$ cat src/rtl/axi3_pkg.sv
// Shared AXI3 encodings, burst limits and helpers for the AXI3 masters in this slice.
package axi3_pkg;

  typedef enum logic [1:0] {
    BURST_FIXED = 2'b00,
    BURST_INCR  = 2'b01,
    BURST_WRAP  = 2'b10
  } burst_e;

  typedef enum logic [1:0] {
    RESP_OKAY   = 2'b00,
    RESP_EXOKAY = 2'b01,
    RESP_SLVERR = 2'b10,
    RESP_DECERR = 2'b11
  } resp_e;

  typedef enum logic [2:0] {
    S_IDLE,
    S_AW,
    S_W,
    S_B,
    S_DONE
  } wr_state_e;

  localparam int unsigned BOUNDARY_4K = 4096;
  localparam int unsigned MAX_BURST   = 16;

  // AxSIZE encoding: log2 of the number of bytes per beat.
  function automatic logic [2:0] size_of(input int unsigned data_w);
    logic [2:0] sz;
    sz = 3'd0;
    for (int i = 0; i < 8; i++) begin
      if ((32'd1 << i) == data_w / 8) sz = i[2:0];
    end
    return sz;
  endfunction

endpackage

$ cat src/rtl/axi3_if.sv
// AXI3 channel bundle with master (m) and slave (s) views.
interface axi3_if #(
  parameter int ADDR_W = 32,
  parameter int DATA_W = 64,
  parameter int ID_W   = 6
);
  logic [ID_W-1:0]     awid;
  logic [ADDR_W-1:0]   awaddr;
  logic [3:0]          awlen;
  logic [2:0]          awsize;
  logic [1:0]          awburst;
  logic [1:0]          awlock;
  logic [3:0]          awcache;
  logic [2:0]          awprot;
  logic [3:0]          awqos;
  logic                awvalid;
  logic                awready;
  logic [ID_W-1:0]     wid;
  logic [DATA_W-1:0]   wdata;
  logic [DATA_W/8-1:0] wstrb;
  logic                wlast;
  logic                wvalid;
  logic                wready;
  logic [ID_W-1:0]     bid;
  logic [1:0]          bresp;
  logic                bvalid;
  logic                bready;
  logic [ID_W-1:0]     arid;
  logic [ADDR_W-1:0]   araddr;
  logic [3:0]          arlen;
  logic [2:0]          arsize;
  logic [1:0]          arburst;
  logic [1:0]          arlock;
  logic [3:0]          arcache;
  logic [2:0]          arprot;
  logic [3:0]          arqos;
  logic                arvalid;
  logic                arready;
  logic [ID_W-1:0]     rid;
  logic [DATA_W-1:0]   rdata;
  logic [1:0]          rresp;
  logic                rlast;
  logic                rvalid;
  logic                rready;

  modport m (
    output awid, awaddr, awlen, awsize, awburst, awlock, awcache, awprot, awqos, awvalid,
    input  awready,
    output wid, wdata, wstrb, wlast, wvalid,
    input  wready,
    input  bid, bresp, bvalid,
    output bready,
    output arid, araddr, arlen, arsize, arburst, arlock, arcache, arprot, arqos, arvalid,
    input  arready,
    input  rid, rdata, rresp, rlast, rvalid,
    output rready
  );

  modport s (
    input  awid, awaddr, awlen, awsize, awburst, awlock, awcache, awprot, awqos, awvalid,
    output awready,
    input  wid, wdata, wstrb, wlast, wvalid,
    output wready,
    output bid, bresp, bvalid,
    input  bready,
    input  arid, araddr, arlen, arsize, arburst, arlock, arcache, arprot, arqos, arvalid,
    output arready,
    output rid, rdata, rresp, rlast, rvalid,
    input  rready
  );
endinterface

$ cat src/rtl/axi3_blen_calc.sv
// Burst length for the next INCR burst: min(16, remaining beats, beats left before 4 KB).
module axi3_blen_calc
  import axi3_pkg::*;
#(
  parameter int CNT_W = 24,
  parameter int BYTES = 8
) (
  input  logic [11:0]      addr_lo,
  input  logic [CNT_W-1:0] rem,
  output logic [4:0]       blen
);
  localparam int SHIFT = $clog2(BYTES);

  logic [12:0] bytes_to_4k;
  logic [12:0] beats_to_4k;

  // NOTE: blocking assignments in always_comb, every output given a value before any branch.
  always_comb begin
    bytes_to_4k = 13'(BOUNDARY_4K) - {1'b0, addr_lo};
    beats_to_4k = bytes_to_4k >> SHIFT;
    blen        = 5'(MAX_BURST);
    if (beats_to_4k < 13'(MAX_BURST)) blen = beats_to_4k[4:0];
    if (rem < CNT_W'(blen))           blen = rem[4:0];
  end
endmodule

$ cat src/rtl/axi3_wr_burst.sv
// AXI3 INCR write master: pushes len_words stream beats to memory in bursts of at most
// 16 beats that never cross a 4 KB boundary, with a single burst in flight (AW, W, B).
module axi3_wr_burst
  import axi3_pkg::*;
#(
  parameter int ADDR_W = 32,
  parameter int DATA_W = 64,
  parameter int ID_W   = 6,
  parameter int AXI_ID = 0,
  parameter int CNT_W  = 24
) (
  input  logic              clk,
  input  logic              rst_n,
  input  logic              start,
  input  logic [ADDR_W-1:0] base_addr,
  input  logic [CNT_W-1:0]  len_words,
  input  logic              s_valid,
  input  logic [DATA_W-1:0] s_data,
  output logic              s_ready,
  output logic              busy,
  output logic              done,
  output logic              err,
  axi3_if.m                 axi
);
  localparam int BYTES = DATA_W / 8;
  localparam int SHIFT = $clog2(BYTES);

  wr_state_e         state_q, state_d;
  logic [ADDR_W-1:0] addr_q, addr_d;
  logic [CNT_W-1:0]  rem_q, rem_d;
  logic [4:0]        blen_q, blen_d, blen_new;
  logic [3:0]        beat_q, beat_d;
  logic              busy_q, busy_d;
  logic              done_q, done_d;
  logic              err_q, err_d;
  logic              rready_q;
  logic              in_w, last_beat, w_hs;

  assign in_w      = (state_q == S_W);
  assign last_beat = (beat_q == 4'(blen_q - 5'd1));
  assign w_hs      = in_w && s_valid && axi.wready;

  always_comb begin
    state_d = state_q;
    addr_d  = addr_q;
    rem_d   = rem_q;
    beat_d  = beat_q;
    busy_d  = busy_q;
    err_d   = err_q;
    done_d  = 1'b0;
    // busy drops the cycle after the done pulse unless a new start is taken right then.
    if (done_q) busy_d = 1'b0;
    case (state_q)
      S_IDLE: begin
        if (start) begin
          addr_d  = {base_addr[ADDR_W-1:SHIFT], {SHIFT{1'b0}}};
          rem_d   = len_words;
          busy_d  = 1'b1;
          err_d   = 1'b0;
          state_d = (len_words != '0) ? S_AW : S_DONE;
        end
      end
      S_AW: begin
        if (axi.awready) begin
          beat_d  = '0;
          state_d = S_W;
        end
      end
      S_W: begin
        if (w_hs) begin
          beat_d = beat_q + 4'd1;
          if (last_beat) state_d = S_B;
        end
      end
      S_B: begin
        if (axi.bvalid) begin
          if (axi.bresp != RESP_OKAY) err_d = 1'b1;
          addr_d  = addr_q + (ADDR_W'(blen_q) << SHIFT);
          rem_d   = rem_q - CNT_W'(blen_q);
          state_d = (rem_d != '0) ? S_AW : S_DONE;
        end
      end
      S_DONE: begin
        done_d  = 1'b1;
        state_d = S_IDLE;
      end
      default: state_d = S_IDLE;
    endcase
  end

  // Fed from the next-state address/count so blen is ready in the first AW cycle.
  axi3_blen_calc #(
    .CNT_W(CNT_W),
    .BYTES(BYTES)
  ) u_blen_calc (
    .addr_lo(addr_d[11:0]),
    .rem    (rem_d),
    .blen   (blen_new)
  );

  always_comb begin
    blen_d = blen_q;
    if (state_d == S_AW && state_q != S_AW) blen_d = blen_new;
  end

  // NOTE: sequential state uses non-blocking assignments only.
  always_ff @(posedge clk or negedge rst_n) begin
    if (!rst_n) begin
      state_q  <= S_IDLE;
      addr_q   <= '0;
      rem_q    <= '0;
      blen_q   <= '0;
      beat_q   <= '0;
      busy_q   <= 1'b0;
      done_q   <= 1'b0;
      err_q    <= 1'b0;
      rready_q <= 1'b0;
    end else begin
      state_q  <= state_d;
      addr_q   <= addr_d;
      rem_q    <= rem_d;
      blen_q   <= blen_d;
      beat_q   <= beat_d;
      busy_q   <= busy_d;
      done_q   <= done_d;
      err_q    <= err_d;
      rready_q <= 1'b1;
    end
  end

  assign busy = busy_q;
  assign done = done_q;
  assign err  = err_q;

  assign axi.awid    = ID_W'(AXI_ID);
  assign axi.awaddr  = addr_q;
  assign axi.awlen   = 4'(blen_q - 5'd1);
  assign axi.awsize  = size_of(DATA_W);
  assign axi.awburst = BURST_INCR;
  assign axi.awlock  = 2'b00;
  assign axi.awcache = 4'b0011;
  assign axi.awprot  = 3'b000;
  assign axi.awqos   = 4'b0000;
  assign axi.awvalid = (state_q == S_AW);

  // Stream is passed straight through; stalls on either side show up as wvalid/s_ready low.
  assign axi.wid    = ID_W'(AXI_ID);
  assign axi.wdata  = s_data;
  assign axi.wstrb  = '1;
  assign axi.wvalid = in_w && s_valid;
  assign axi.wlast  = in_w && last_beat;
  assign s_ready    = in_w && axi.wready;

  assign axi.bready = (state_q == S_B);

  assign axi.arid    = '0;
  assign axi.araddr  = '0;
  assign axi.arlen   = '0;
  assign axi.arsize  = '0;
  assign axi.arburst = '0;
  assign axi.arlock  = '0;
  assign axi.arcache = '0;
  assign axi.arprot  = '0;
  assign axi.arqos   = '0;
  assign axi.arvalid = 1'b0;
  assign axi.rready  = rready_q;

  logic unused_inputs;
  assign unused_inputs = ^{axi.bid, axi.arready, axi.rid, axi.rdata, axi.rresp,
                           axi.rlast, axi.rvalid, base_addr[SHIFT-1:0]};
endmodule

$ cat src/flat_wrapper.sv
// flat-port wrapper written by rule: the top's interface ports become plain ports
module axi3_wr_burst_flat import axi3_pkg::*;
#(
  parameter int ADDR_W = 32,
  parameter int DATA_W = 64,
  parameter int ID_W   = 6,
  parameter int AXI_ID = 0,
  parameter int CNT_W  = 24
)
  (clk, rst_n, start, base_addr, len_words, s_valid, s_data, s_ready, busy, done, err, axi_awid, axi_awaddr, axi_awlen, axi_awsize, axi_awburst, axi_awlock, axi_awcache, axi_awprot, axi_awqos, axi_awvalid, axi_awready, axi_wid, axi_wdata, axi_wstrb, axi_wlast, axi_wvalid, axi_wready, axi_bid, axi_bresp, axi_bvalid, axi_bready, axi_arid, axi_araddr, axi_arlen, axi_arsize, axi_arburst, axi_arlock, axi_arcache, axi_arprot, axi_arqos, axi_arvalid, axi_arready, axi_rid, axi_rdata, axi_rresp, axi_rlast, axi_rvalid, axi_rready);
  axi3_if #(.ADDR_W(ADDR_W), .DATA_W(DATA_W), .ID_W(ID_W)) axi_i ();
  input  logic clk;
  input  logic rst_n;
  input  logic start;
  input  logic [ADDR_W-1:0] base_addr;
  input  logic [CNT_W-1:0] len_words;
  input  logic s_valid;
  input  logic [DATA_W-1:0] s_data;
  output logic s_ready;
  output logic busy;
  output logic done;
  output logic err;
  output wire logic [$bits(axi_i.awid)-1:0] axi_awid;
  output wire logic [$bits(axi_i.awaddr)-1:0] axi_awaddr;
  output wire logic [$bits(axi_i.awlen)-1:0] axi_awlen;
  output wire logic [$bits(axi_i.awsize)-1:0] axi_awsize;
  output wire logic [$bits(axi_i.awburst)-1:0] axi_awburst;
  output wire logic [$bits(axi_i.awlock)-1:0] axi_awlock;
  output wire logic [$bits(axi_i.awcache)-1:0] axi_awcache;
  output wire logic [$bits(axi_i.awprot)-1:0] axi_awprot;
  output wire logic [$bits(axi_i.awqos)-1:0] axi_awqos;
  output wire logic [$bits(axi_i.awvalid)-1:0] axi_awvalid;
  input wire logic [$bits(axi_i.awready)-1:0] axi_awready;
  output wire logic [$bits(axi_i.wid)-1:0] axi_wid;
  output wire logic [$bits(axi_i.wdata)-1:0] axi_wdata;
  output wire logic [$bits(axi_i.wstrb)-1:0] axi_wstrb;
  output wire logic [$bits(axi_i.wlast)-1:0] axi_wlast;
  output wire logic [$bits(axi_i.wvalid)-1:0] axi_wvalid;
  input wire logic [$bits(axi_i.wready)-1:0] axi_wready;
  input wire logic [$bits(axi_i.bid)-1:0] axi_bid;
  input wire logic [$bits(axi_i.bresp)-1:0] axi_bresp;
  input wire logic [$bits(axi_i.bvalid)-1:0] axi_bvalid;
  output wire logic [$bits(axi_i.bready)-1:0] axi_bready;
  output wire logic [$bits(axi_i.arid)-1:0] axi_arid;
  output wire logic [$bits(axi_i.araddr)-1:0] axi_araddr;
  output wire logic [$bits(axi_i.arlen)-1:0] axi_arlen;
  output wire logic [$bits(axi_i.arsize)-1:0] axi_arsize;
  output wire logic [$bits(axi_i.arburst)-1:0] axi_arburst;
  output wire logic [$bits(axi_i.arlock)-1:0] axi_arlock;
  output wire logic [$bits(axi_i.arcache)-1:0] axi_arcache;
  output wire logic [$bits(axi_i.arprot)-1:0] axi_arprot;
  output wire logic [$bits(axi_i.arqos)-1:0] axi_arqos;
  output wire logic [$bits(axi_i.arvalid)-1:0] axi_arvalid;
  input wire logic [$bits(axi_i.arready)-1:0] axi_arready;
  input wire logic [$bits(axi_i.rid)-1:0] axi_rid;
  input wire logic [$bits(axi_i.rdata)-1:0] axi_rdata;
  input wire logic [$bits(axi_i.rresp)-1:0] axi_rresp;
  input wire logic [$bits(axi_i.rlast)-1:0] axi_rlast;
  input wire logic [$bits(axi_i.rvalid)-1:0] axi_rvalid;
  output wire logic [$bits(axi_i.rready)-1:0] axi_rready;
  assign axi_awid = axi_i.awid;
  assign axi_awaddr = axi_i.awaddr;
  assign axi_awlen = axi_i.awlen;
  assign axi_awsize = axi_i.awsize;
  assign axi_awburst = axi_i.awburst;
  assign axi_awlock = axi_i.awlock;
  assign axi_awcache = axi_i.awcache;
  assign axi_awprot = axi_i.awprot;
  assign axi_awqos = axi_i.awqos;
  assign axi_awvalid = axi_i.awvalid;
  assign axi_i.awready = axi_awready;
  assign axi_wid = axi_i.wid;
  assign axi_wdata = axi_i.wdata;
  assign axi_wstrb = axi_i.wstrb;
  assign axi_wlast = axi_i.wlast;
  assign axi_wvalid = axi_i.wvalid;
  assign axi_i.wready = axi_wready;
  assign axi_i.bid = axi_bid;
  assign axi_i.bresp = axi_bresp;
  assign axi_i.bvalid = axi_bvalid;
  assign axi_bready = axi_i.bready;
  assign axi_arid = axi_i.arid;
  assign axi_araddr = axi_i.araddr;
  assign axi_arlen = axi_i.arlen;
  assign axi_arsize = axi_i.arsize;
  assign axi_arburst = axi_i.arburst;
  assign axi_arlock = axi_i.arlock;
  assign axi_arcache = axi_i.arcache;
  assign axi_arprot = axi_i.arprot;
  assign axi_arqos = axi_i.arqos;
  assign axi_arvalid = axi_i.arvalid;
  assign axi_i.arready = axi_arready;
  assign axi_i.rid = axi_rid;
  assign axi_i.rdata = axi_rdata;
  assign axi_i.rresp = axi_rresp;
  assign axi_i.rlast = axi_rlast;
  assign axi_i.rvalid = axi_rvalid;
  assign axi_rready = axi_i.rready;
  axi3_wr_burst #(.ADDR_W(ADDR_W), .DATA_W(DATA_W), .ID_W(ID_W), .AXI_ID(AXI_ID), .CNT_W(CNT_W)) u_core (.clk(clk), .rst_n(rst_n), .start(start), .base_addr(base_addr), .len_words(len_words), .s_valid(s_valid), .s_data(s_data), .s_ready(s_ready), .busy(busy), .done(done), .err(err), .axi(axi_i));
endmodule
$ cat config.mk
export PLATFORM = sky130hd
export DESIGN_NAME = axi3_wr_burst_flat
export DESIGN_NICKNAME = d
export VERILOG_FILES = /design/src/rtl/axi3_pkg.sv /design/src/rtl/axi3_if.sv /design/src/rtl/axi3_blen_calc.sv /design/src/rtl/axi3_wr_burst.sv /design/src/flat_wrapper.sv
export SDC_FILE = /design/constraint.sdc
export NUM_CORES = 1
export LEC_CHECK = 0
export CORE_AREA = 2 2 163 165
export CTS_CLUSTER_SIZE = 10
export DETAILED_ROUTE_END_ITERATION = 10
export DIE_AREA = 0 0 165 167
export PLACE_DENSITY = 0.65
export SETUP_SLACK_MARGIN = 0.1
export SYNTH_ARGS = -nofsm -noshare
export SYNTH_HDL_FRONTEND = slang
export SYNTH_SLANG_ARGS = --single-unit
$ cat constraint.sdc
create_clock -name clk -period 7.5 [get_ports clk]
set_input_delay 1.875 -clock clk [delete_from_list [all_inputs] [get_ports clk]]
set_output_delay 1.875 -clock clk [all_outputs]
set_load 0.01 [all_outputs]
==> results_dict.tcl <==
set metrics [dict create \
    root_buffer "clkbuf_16" \
    synth-async-reset-ratio_pct 100 \
    crit_required_ps 7770 \
    maxSlewViolCount 0 \
    crit_type "input pin to flop" \
    synth-edff-count 0 \
    tritoncts "yes" \
    h-tree-depth 3 \
    synth_compound_area_share_pct 18.7 \
    place_area_um2 7050 \
    final_common_cell "clkdlybuf4s50_1" \
    drtAntennaViolNets 0 \
    hold_path_class "flop to flop" \
    track_usage_pct 13.9 \
    hold_violations 0 \
    leakagePower_uw 0.00308 \
    io_buffer_count 106 \
    cp-end-kind "flop" \
    crit_chain "clkdlybuf4s50_1 -> nor4b_4 -> buf_4 -> nand2_1 -> o211ai_1 -> nor4_1 -> nor2_1 -> and4_1 -> nand2_1 -> ha_1 -> a21o_1 -> a21o_1 -> a211oi_1 -> and4_1 -> nand4_4 -> nor3_4 -> mux2_1 -> mux2i_1" \
    post-route-util_pct 28.5 \
    grt_start_max_net_pins 73 \
    period_needed_ps 6210 \
    r2r_start "u_core.blen_q[0]" \
    post_drt_wl_per_cell_um 17.0 \
    path_clk_slew_ps 60 \
    synth.distinct_cells 83 \
    postCtsSetupBuffers 0 \
    post-route-drc-count 0 \
    num_io_pins 418 \
    numCtsBuffers 9 \
    stdcell_area_um2 7330 \
    grt_pass1_wl_mm 30.0 \
    row_count 59 \
    final-setup-viol-count 0 \
    cp_max_fo 17 \
    drt_iter0_markers 458 \
    power_frac_seq_pct 30.2 \
    dp_hpwl_mm 14.4 \
    ys_warn_count 0 \
    cp.arrival_ps 6480 \
    min_period_over_period_pct 82.7 \
    skew_ps 11.7 \
    cpPeakStageDelay_ps 530 \
    nFillCells 2725 \
    synth_cells 770 \
    drv_cap 0 \
    synthSimpleGateAreaFrac_pct 23.1 \
    clock-sinks 72 \
    whs_path_depth 1 \
    cts_buffer_depth 2 \
    die_h_um 167 \
    muxShareOfSynthArea_pct 0.977 \
    rsz0062_at_grt "no" \
    grt-ovfl-total 0 \
    synth_flop_cell "dfrtp_1" \
    ctsResizeCount 0 \
    first_global_vias 5254 \
    ff2ff_setup_slack_ps 2420 \
    worstSetupStartpointType "input pin" \
    cp_top_family "simple AND/OR/NAND/NOR gates" \
    status "completed" \
    finalWirelength_mm 19.4 \
    fin_hold_ws_ps 457 \
    antennaDiodeCount 0 \
    reg2regPathDepth 18 \
    worst_pin_slew_ps 1030 \
    antenna_found_initial 0 \
    insertion_delay_ps 350 \
    post_synth.cell_area_avg_um2 8.48 \
    core_area_um2 25800 \
    clock.fmax_ghz 0.161 \
    drive_gt1_share_pct 6.61 \
    p_int_uw 1380 \
    min_to "u_core.busy" \
    fin_setup_tns_ps 0 \
    layout_common_cells "clkdlybuf4s50_1, conb_1, dfrtp_1, nand2_1, nor2_1" \
    die_x_um 165 \
    postCtsHoldBufs 0 \
    combPwrFrac_pct 53.0 \
    start_util_pct 25.4 \
    dr.pass1.iters 6 \
    cp_num_buf_inv 2 \
    path_depth 18 \
    p_sw_uw 1210 \
    hold_path.startpoint "u_core.done" \
    num_vias 5612 \
    synthesis.area_um2 6530 \
    ys_seq_area_share_pct 27.6 \
    r2r_end "u_core.blen_q[3]" \
    power.share.clock_pct 16.8 \
    cellPowerDensity_nw_per_um2 352 \
    routabilityCongestion 0.865 \
    synth_adder_area_share_pct 3.68 \
    yosys.area_share.xor_xnor_pct 2.82 \
    slowest_stage "clkdlybuf4s50_1" \
    synth-seq-cells 72 \
    p_sw_share_pct 46.8 \
    nets 1026 \
    slew_headroom_pct 31.4 \
    routed_via_density 4.94 \
    die_area_um2 27600 \
    peakVddDrop_mv 0.104 \
    synth_top_family_by_area "simple AND/OR/NAND/NOR gates" \
    area_growth_pct 12.3 \
]
[kinds of logic after synthesis]
family,Yosys count
AND/OR/NAND/NOR,260
flip-flops,72
buffers and inverters,221
other,2
AO/OA/AOI/OAI,170
XOR/XNOR,21
adder cells (fa/ha/maj),18
multiplexers,6
[worst max path at each step]
| stage | from | end | slack, ps |
|---|---|---|---|
| final | start | u_core.blen_q[3] | 1290 |
| after global routing | start | u_core.blen_q[3] | 980 |
| after floorplan | axi_bvalid | u_core.blen_q[3] | 2050 |
| after CTS | start | u_core.blen_q[3] | 1350 |
| after global placement | start | u_core.blen_q[3] | 1040 |
| after detailed placement | start | u_core.blen_q[3] | 1010 |
[per-layer routing]
layer,wire length (µm),track usage [%],vias up
li1,-,-,2607
met1,8370,18.3,2714
met2,9080,21.6,250
met3,1470,3.16,41
met4,463,6.20,0
met5,0,0,-
[state kept, by name (all words and copies together) (netlist names)]
name / flops
u_core.busy: 1
u_core.err: 1
u_core.state_q: 3
u_core.blen_q: 5
u_core.beat_q: 4
u_core.axi.rready: 1
u_core.done: 1
u_core.rem_q: 24
u_core.axi.awaddr: 32
[layout make-up]
cell class | count | area [µm²] | area share [%]
clock buffer | 9 | 225 | 3.07
clock inverter | 6 | 61.3 | 0.836
inverter | 24 | 90.1 | 1.23
multi-input combinational | 575 | 3600 | 49.2
sequential | 72 | 1800 | 24.6
tap | 335 | 419 | 5.72
timing repair buffer | 116 | 1130 | 15.4
[metrics by stage]
stage / power (µW) / setup WS [ps] / std cells
final: 2580 / 1290 / 1137
after global routing: 2780 / 979 / 1137
after detailed placement: 2140 / 1010 / 1122
after CTS: 2590 / 1350 / 1137
after global placement: 2110 / 1040 / 1122
after floorplan: 1720 / 2050 / 868
[power by group through the flow]
stage / combinational, µW / sequential, µW / clock, µW
global placement: 1340 / 774 / 0
floorplan: 995 / 721 / 0
detailed placement: 1360 / 778 / 0
finish: 1370 / 779 / 435
CTS: 1360 / 775 / 447
global route: 1510 / 810 / 463
[synth_stat cells (13+ instances only)]
| cell | instances | area (µm²) |
|---|---|---|
| clkbuf_1 | 20 | 75.1 |
| inv_1 | 23 | 86.3 |
| xor2_1 | 13 | 114 |
| nand2_1 | 64 | 240 |
| dfrtp_1 | 72 | 1800 |
| nor3_1 | 16 | 80.1 |
| nor4_1 | 18 | 113 |
| nand3_1 | 28 | 140 |
| a22oi_1 | 16 | 120 |
| nor2_1 | 39 | 146 |
| ha_1 | 16 | 200 |
| buf_4 | 169 | 1270 |
| o21ai_0 | 35 | 175 |
| a21oi_1 | 20 | 100 |
| nand4_1 | 13 | 81.3 |
Power figures use the tool's default switching activity.
